$ cat config.mk
export PLATFORM = sky130hd
export DESIGN_NAME = ritc_input_capture
export DESIGN_NICKNAME = d
export VERILOG_FILES = /design/src/rtl/ritc_input_pkg.sv /design/src/rtl/ritc_lane_delay.sv /design/src/rtl/ritc_input_capture.sv
export SDC_FILE = /design/constraint.sdc
export NUM_CORES = 2
export LEC_CHECK = 0
export ABC_AREA = 1
export BUFFER_PORTS_ARGS = -buffer_cell sky130_fd_sc_hd__buf_4
export CORE_ASPECT_RATIO = 1.2
export CORE_MARGIN = 3
export CORE_UTILIZATION = 24
export CTS_CLUSTER_DIAMETER = 60
export CTS_CLUSTER_SIZE = 24
export DETAILED_ROUTE_END_ITERATION = 8
export PLACE_DENSITY = 0.39
export SETUP_SLACK_MARGIN = 0.2
export SLEW_MARGIN = 5
export SYNTH_ARGS = -nofsm -noshare
export SYNTH_HDL_FRONTEND = slang
export SYNTH_SLANG_ARGS = --single-unit
$ cat constraint.sdc
create_clock -name clk_i -period 46.2 [get_ports clk_i]
set_clock_uncertainty 0.2 [all_clocks]
set_input_delay 2.31 -clock clk_i [delete_from_list [all_inputs] [get_ports clk_i]]
set_output_delay 2.31 -clock clk_i [all_outputs]
set_load 0.005 [all_outputs]
$ cat src/rtl/ritc_input_pkg.sv
// Shared definitions for the RITC input capture stage: training FSM encoding
// and the width helper used to size lane, offset and delay fields.
package ritc_input_pkg;

   localparam logic [2:0] ST_IDLE    = 3'd0;
   localparam logic [2:0] ST_ARM     = 3'd1;
   localparam logic [2:0] ST_CAPTURE = 3'd2;
   localparam logic [2:0] ST_COMPUTE = 3'd3;
   localparam logic [2:0] ST_APPLY   = 3'd4;

   // Bit width needed to index n items; never less than one bit.
   function automatic int width_of(input int n);
      return (n > 1) ? $clog2(n) : 1;
   endfunction

endpackage

$ cat src/rtl/ritc_lane_delay.sv
// One RITC lane: differential receiver, input register, programmable delay
// line of MAX_DLY-1 stages, tap mux and registered output.
module ritc_lane_delay #(
   parameter int MAX_DLY = 8,
   parameter int DW      = 3
) (
   input  logic          clk_i,
   input  logic          rst_i,
   input  logic          pad_p_i,
   input  logic          pad_n_i,
   input  logic [DW-1:0] dly_i,
   output logic          s_o,
   output logic          dat_o
);

   logic               pad_w;
   logic               s_q;
   logic [MAX_DLY-2:0] dl_q, dl_d;
   logic [MAX_DLY-1:0] taps_w;
   logic               dat_q, dat_d;

   // Behavioural IBUFDS: a valid differential pair resolves to the P leg.
   assign pad_w  = pad_p_i & ~pad_n_i;
   assign taps_w = {dl_q, s_q};

   always_comb begin
      dl_d  = taps_w[MAX_DLY-2:0];
      dat_d = taps_w[dly_i];
   end

   // NOTE: the delay line is reset like any other state here because dat_o
   // must read 0 out of reset regardless of the selected tap.
   always_ff @(posedge clk_i or posedge rst_i) begin
      if (rst_i) begin
         s_q   <= 1'b0;
         dl_q  <= '0;
         dat_q <= 1'b0;
      end else begin
         s_q   <= pad_w;
         dl_q  <= dl_d;
         dat_q <= dat_d;
      end
   end

   assign s_o   = s_q;
   assign dat_o = dat_q;

endmodule

$ cat src/rtl/ritc_input_capture.sv
// RITC input capture: NL buffered and delayed lanes plus a training FSM that
// measures marker-edge skew per lane and programs delays to align them.
module ritc_input_capture
   import ritc_input_pkg::*;
#(
   parameter  int NCH     = 3,
   parameter  int NBITS   = 12,
   parameter  int MAX_DLY = 8,
   parameter  int WINDOW  = 64,
   localparam int NL      = NCH * NBITS,
   localparam int DW      = width_of(MAX_DLY),
   localparam int WW      = width_of(WINDOW),
   localparam int SW      = width_of(NL)
) (
   input  logic          clk_i,
   input  logic          rst_i,
   input  logic [NL-1:0] CH_P,
   input  logic [NL-1:0] CH_N,
   input  logic          train_i,
   output logic [NL-1:0] dat_o,
   output logic          busy_o,
   output logic          locked_o,
   output logic          fail_o,
   input  logic [SW-1:0] dly_sel_i,
   output logic [DW-1:0] dly_o
);

   logic [2:0]    state_q, state_d;
   logic [WW-1:0] wc_q, wc_d;
   logic [NL-1:0] found_q, found_d;
   logic [NL-1:0] prev_q, prev_d;
   logic [WW-1:0] off_q [NL];
   logic [WW-1:0] off_d [NL];
   logic [DW-1:0] nd_q  [NL];
   logic [DW-1:0] nd_d  [NL];
   logic [DW-1:0] dly_q [NL];
   logic [DW-1:0] dly_d [NL];
   logic          busy_q, busy_d, locked_q, locked_d, fail_q, fail_d;
   logic          init_q;
   logic [DW-1:0] dly_rb_q, dly_rb_d;
   logic [NL-1:0] s_w;
   logic [WW-1:0] max_off, min_off, spread;
   logic          pass;

   for (genvar l = 0; l < NL; l++) begin : g_lane
      ritc_lane_delay #(.MAX_DLY(MAX_DLY), .DW(DW)) u_lane (
         .clk_i  (clk_i),
         .rst_i  (rst_i),
         .pad_p_i(CH_P[l]),
         .pad_n_i(CH_N[l]),
         .dly_i  (dly_q[l]),
         .s_o    (s_w[l]),
         .dat_o  (dat_o[l])
      );
   end

   // NOTE: every variable gets a default before the loop so no latch is
   // inferred; blocking assignments are right here because the loop chains.
   always_comb begin
      max_off = '0;
      min_off = '1;
      for (int l = 0; l < NL; l++) begin
         if (off_q[l] > max_off) max_off = off_q[l];
         if (off_q[l] < min_off) min_off = off_q[l];
      end
      spread = max_off - min_off;
      pass   = (&found_q) && (int'(spread) <= MAX_DLY - 1);
   end

   always_comb begin
      state_d  = state_q;
      wc_d     = wc_q;
      found_d  = found_q;
      prev_d   = prev_q;
      off_d    = off_q;
      nd_d     = nd_q;
      dly_d    = dly_q;
      busy_d   = busy_q;
      locked_d = locked_q;
      fail_d   = fail_q;
      case (state_q)
         ST_IDLE: begin
            // init_q masks a request arriving on the first edge after reset.
            if (train_i && !init_q) begin
               state_d  = ST_ARM;
               busy_d   = 1'b1;
               locked_d = 1'b0;
               fail_d   = 1'b0;
            end
         end
         ST_ARM: begin
            found_d = '0;
            prev_d  = s_w;
            wc_d    = '0;
            state_d = ST_CAPTURE;
         end
         ST_CAPTURE: begin
            for (int l = 0; l < NL; l++) begin
               if (!found_q[l] && s_w[l] && !prev_q[l]) begin
                  off_d[l]   = wc_q;
                  found_d[l] = 1'b1;
               end
            end
            prev_d = s_w;
            wc_d   = wc_q + 1'b1;
            if (wc_q == WW'(WINDOW - 1)) state_d = ST_COMPUTE;
         end
         ST_COMPUTE: begin
            if (pass) begin
               for (int l = 0; l < NL; l++) nd_d[l] = DW'(max_off - off_q[l]);
               state_d = ST_APPLY;
            end else begin
               fail_d  = 1'b1;
               busy_d  = 1'b0;
               state_d = ST_IDLE;
            end
         end
         ST_APPLY: begin
            dly_d    = nd_q;
            locked_d = 1'b1;
            busy_d   = 1'b0;
            state_d  = ST_IDLE;
         end
         default: state_d = ST_IDLE;
      endcase
   end

   always_comb begin
      dly_rb_d = '0;
      if (int'(dly_sel_i) < NL) dly_rb_d = dly_q[dly_sel_i];
   end

   always_ff @(posedge clk_i or posedge rst_i) begin
      if (rst_i) begin
         state_q  <= ST_IDLE;
         wc_q     <= '0;
         found_q  <= '0;
         prev_q   <= '0;
         busy_q   <= 1'b0;
         locked_q <= 1'b0;
         fail_q   <= 1'b0;
         init_q   <= 1'b1;
         dly_rb_q <= '0;
         for (int l = 0; l < NL; l++) begin
            off_q[l] <= '0;
            nd_q[l]  <= '0;
            dly_q[l] <= '0;
         end
      end else begin
         state_q  <= state_d;
         wc_q     <= wc_d;
         found_q  <= found_d;
         prev_q   <= prev_d;
         busy_q   <= busy_d;
         locked_q <= locked_d;
         fail_q   <= fail_d;
         init_q   <= 1'b0;
         dly_rb_q <= dly_rb_d;
         off_q    <= off_d;
         nd_q     <= nd_d;
         dly_q    <= dly_d;
      end
   end

   assign busy_o   = busy_q;
   assign locked_o = locked_q;
   assign fail_o   = fail_q;
   assign dly_o    = dly_rb_q;

endmodule

==> reports/metrics.sh <==
WORSTSKEWPAIRLATENCY_NS=0.74
SYNTH-SEQ-CELLS=844
FMAXACHIEVABLE_MHz=23.8
WORST-PATH-BUF-INV=10
WORST_SETUP_HOLD_PATH_CLK_SLEW_NS=0.07
PORTBUFS=122
CELL_TAKING_THE_MOST_AREA_AFTER_SYNTHESIS='sky130_fd_sc_hd__dfrtp_1'
MULTI_INPUT_LOGIC_AREA_SQ_MM=0.0265
SYNTH_ENABLE_FLOP_CELLS=0
GRT_ANTENNA_BEFORE_REPAIR=10
CTS_TREE='yes'
DETAIL-ROUTE-ANTENNA-NETS=0
CRITICAL-PATH-MAX-STAGE-DELAY_NS=0.39
CTS_MADE_BUFFERS=97
POST_SYNTH_MAIN_AREA_CONTRIBUTORS='sky130_fd_sc_hd__dfrtp_1 41%, sky130_fd_sc_hd__o21ai_0 8.4%, sky130_fd_sc_hd__nand2_1 8.3%'
NUM_ROWS=186
PROPORTION_OF_SYNTHESIZED_CHIP_AREA_IN_SEQUENTIAL_CELLS=0.406
LAYOUT_COMMONEST_CELL='sky130_fd_sc_hd__nand2_1'
HOLD_WS_NS=0.145
INITIAL_CELL_DENSITY_OF_THE_CORE=0.242
ROUTE.VIAS.TOTAL=40467
CTS_MAX_PATH_BUFFERS=3
GROUTE.USAGE.OVERALL=0.141
IO-PIN-COUNT=123
SLEW_HEADROOM=0.195
FIN_NETS=6733
CRIT_SLOWEST_CELL='sky130_fd_sc_hd__dfrtp_1'
FINAL_LAYOUT_SIZE_SUFFIX_GT1_FRAC=0.180
FOOTPRINT_OF_THE_FLIP_FLOPS_AND_LATCHES_SQ_MM=0.0211
MAX_SLEW.WORST_PIN.SLEW_NS=1.21
TRITONCTS_NUM_SINKS=844
SYNTHTOLAYOUTAREAGROWTH_PCT=15.3
CTS_ROOT_BUF='sky130_fd_sc_hd__clkbuf_16'
POST-ROUTE-DRC-COUNT=0
YOSYSTOPAREACELLSHARE=0.406
CP-START-KIND='register'
DRT-INITIAL-DRC-COUNT=2359
GRT_REMAINING_OVERFLOW=0
FIRST_GLOBAL_VIAS=40629
DRV_SLEW=0
CRITICAL_PATH_CLASS='register to register'
FINALINSTANCEAREA_SQ_MM=0.0600
OUTCOME='complete, no violations'
POST-DP-HPWL_MICRONS=117000
SYNTH.YOSYS.WARNINGS=0
KIND_OF_CELL_ADDING_THE_MOST_DELAY_TO_THE_CRITICAL_PATH='compound AO/OA/AOI/OAI gates'
CRIT_TOP_CELL='sky130_fd_sc_hd__ha_1'
SYNTHESIS.INSTANCES=6179
DATA_ARRIVAL_TIME_OF_THE_CRITICAL_PATH_NS=42.36
NUMBER_OF_LEVELS_THE_H_TREE_WAS_SPLIT_INTO=3
TIMING.FINAL.SETUP_VIOLATIONS=0
FILLCELLCOUNT=22946
CP_DATA_REQUIRED_TIME_NS=46.60
PERIOD_UTILIZATION=0.908
LAYOUT.CELLS.MOST_COMMON_LIST='1118 x sky130_fd_sc_hd__nand2_1, 843 x sky130_fd_sc_hd__dfrtp_1, 754 x sky130_fd_sc_hd__o21ai_0, 689 x sky130_fd_sc_hd__inv_1, 405 x sky130_fd_sc_hd__nor2_1'
WL_PER_CELL_MICRONS=17.1
CRITICAL_PATH_PEAK_FANOUT=25
CHIPWIDTH_MICRONS=431
DETAIL_ROUTE.WIRELENGTH_MICRONS=157000
SYNTHESIS.NETS=6624
VIAS_PER_CELL=4.40
CORE_REGION_AREA_SQ_MM=0.215
MAX-CAP-VIOLATIONS=0
FIRST_PASS_GRT_WIRE_LENGTH_MICRONS=246000
SYN_STD_CELL_AREA_SQ_MM=0.0520
POST_SYNTH_NUM_CELL_TYPES=58
DPL-INSTANCE-AREA_SQ_MM=0.0558
DRT_FIRST_PASS_ITERS=7
CRITPATHCAPTURETYPE='register'
HOLD_VIOL=0
AVGSYNTHCELLAREA_SQ_UM=8.42
SYNTH-ASYNC-RESET-RATIO=1.00
DIEAREA_SQ_MM=0.222
GPL.FINAL_WEIGHTED_CONGESTION=0.831
SYNTH_FF_TYPE='sky130_fd_sc_hd__dfrtp_1'
DIE_H_MICRONS=516
POST-ROUTE-MIN-PERIOD_NS=41.96
GRT_SETUP_UNREPAIRED='no'
PATH_CATEGORY_OF_THE_WORST_MIN_DELAY_CHECK='register to register'
GRT_MAX_DEGREE=117
==> sequential cells by signal, summed over array words and instances, names as in the netlist <==
signal	cells
busy_o	1
dly_o	3
dly_q	108
fail_o	1
found_q	36
g_lane.u_lane.dat_o	36
g_lane.u_lane.dl_q	252
g_lane.u_lane.s_o	36
init_q	1
locked_o	1
nd_q	108
off_q	216
prev_q	36
state_q	3
wc_q	6
==> kinds of logic (layout without fill, tap and decap cells) <==
kind of cell	count (synthesis)	after routing	share of synthesized area
flip-flops	844	844	0.406
adder cells (fa/ha/maj)	364	364	0.0929
XOR/XNOR	71	71	0.0120
AND/OR/NAND/NOR	2531	2532	0.249
multiplexers	1	1	0.000216
AO/OA/AOI/OAI	1353	1353	0.146
buffers and inverters	1014	1204	0.0941
other	1	4	0.0000721
==> final timing paths <==
| path | from | to | slack, ns | cells past startpoint |
|---|---|---|---|---|
| max in group asynchronous | rst_i | g_lane[17].u_lane.dat_o | 40.51 | 6 |
| min in group asynchronous | rst_i | g_lane[2].u_lane.dl_q[6] | 1.63 | 2 |
| setup reg to reg | off_q[213] | nd_q[95] | 4.24 | 215 |
| setup / recovery | off_q[213] | nd_q[95] | 4.24 | 215 |
| hold / removal | g_lane[29].u_lane.dl_q[1] | g_lane[29].u_lane.dl_q[2] | 0.14 | 0 |
| hold reg to reg | g_lane[29].u_lane.dl_q[1] | g_lane[29].u_lane.dl_q[2] | 0.14 | 0 |
==> repair_timing <==
action                                  in CTS  in global routing
buffers inserted                             0                 21
pin swaps                                    0                 30
hold buffers                                 0                  0
resized for setup                           14                205
cloned                                       0                  1
endpoints found under the setup margin     111                111
==> synthesized netlist by cell type (all sizes together) (37+ instances only) <==
library cell	instances
a21oi	175
buf	102
clkbuf	144
dfrtp	843
fa	37
ha	327
inv	732
nand2	1415
nand3	480
nand4	101
nor2	479
o21ai	970
o21bai	70
==> worst register-to-register path, delay by kind of cell, from the launching register on <==
kind	cells	cell delay, ns
AOI/OAI and AO/OA	106	22.34
adders and majority gates	37	10.97
buffers and inverters	10	1.28
DFF	1	0.39
and+or+nand+nor	62	6.63
==> layer usage <==
metal / part of all wire / vias up / wire length [microns] / global-route usage
met1: 0.46 / 19225 / 72200 / 0.183
met2: 0.49 / 488 / 77100 / 0.249
li1: - / 20574 / - / -
met3: 0.025 / 180 / 3890 / 0.0133
met4: 0.026 / 0 / 4040 / 0.0417
met5: 0 / - / 0 / 0
==> through the flow <==
step,worst slack [ns],std cells,util,setup TNS [ns]
global placement,-0.0467,8987,0.260,-0.108
floorplan,3.28,6179,-,0
CTS,0.208,9168,0.276,0
global route,0.0551,9191,0.279,0
detailed placement,-2.07,8987,0.260,-218.10
finish,4.24,9193,0.279,0
==> final cells by class <==
class / instances / area share
Multi-Input combinational cell: 4322 / 0.443
Timing Repair Buffer: 288 / 0.0398
Tap cell: 2820 / 0.0588
Antenna cell: 3 / 0.000125
Clock buffer: 109 / 0.0429
Clock inverter: 72 / 0.0155
Sequential cell: 844 / 0.352
Inverter: 735 / 0.0481
Power is not shown: default switching activity piles up to over one toggle a cycle in this logic, so the estimate is an artifact.
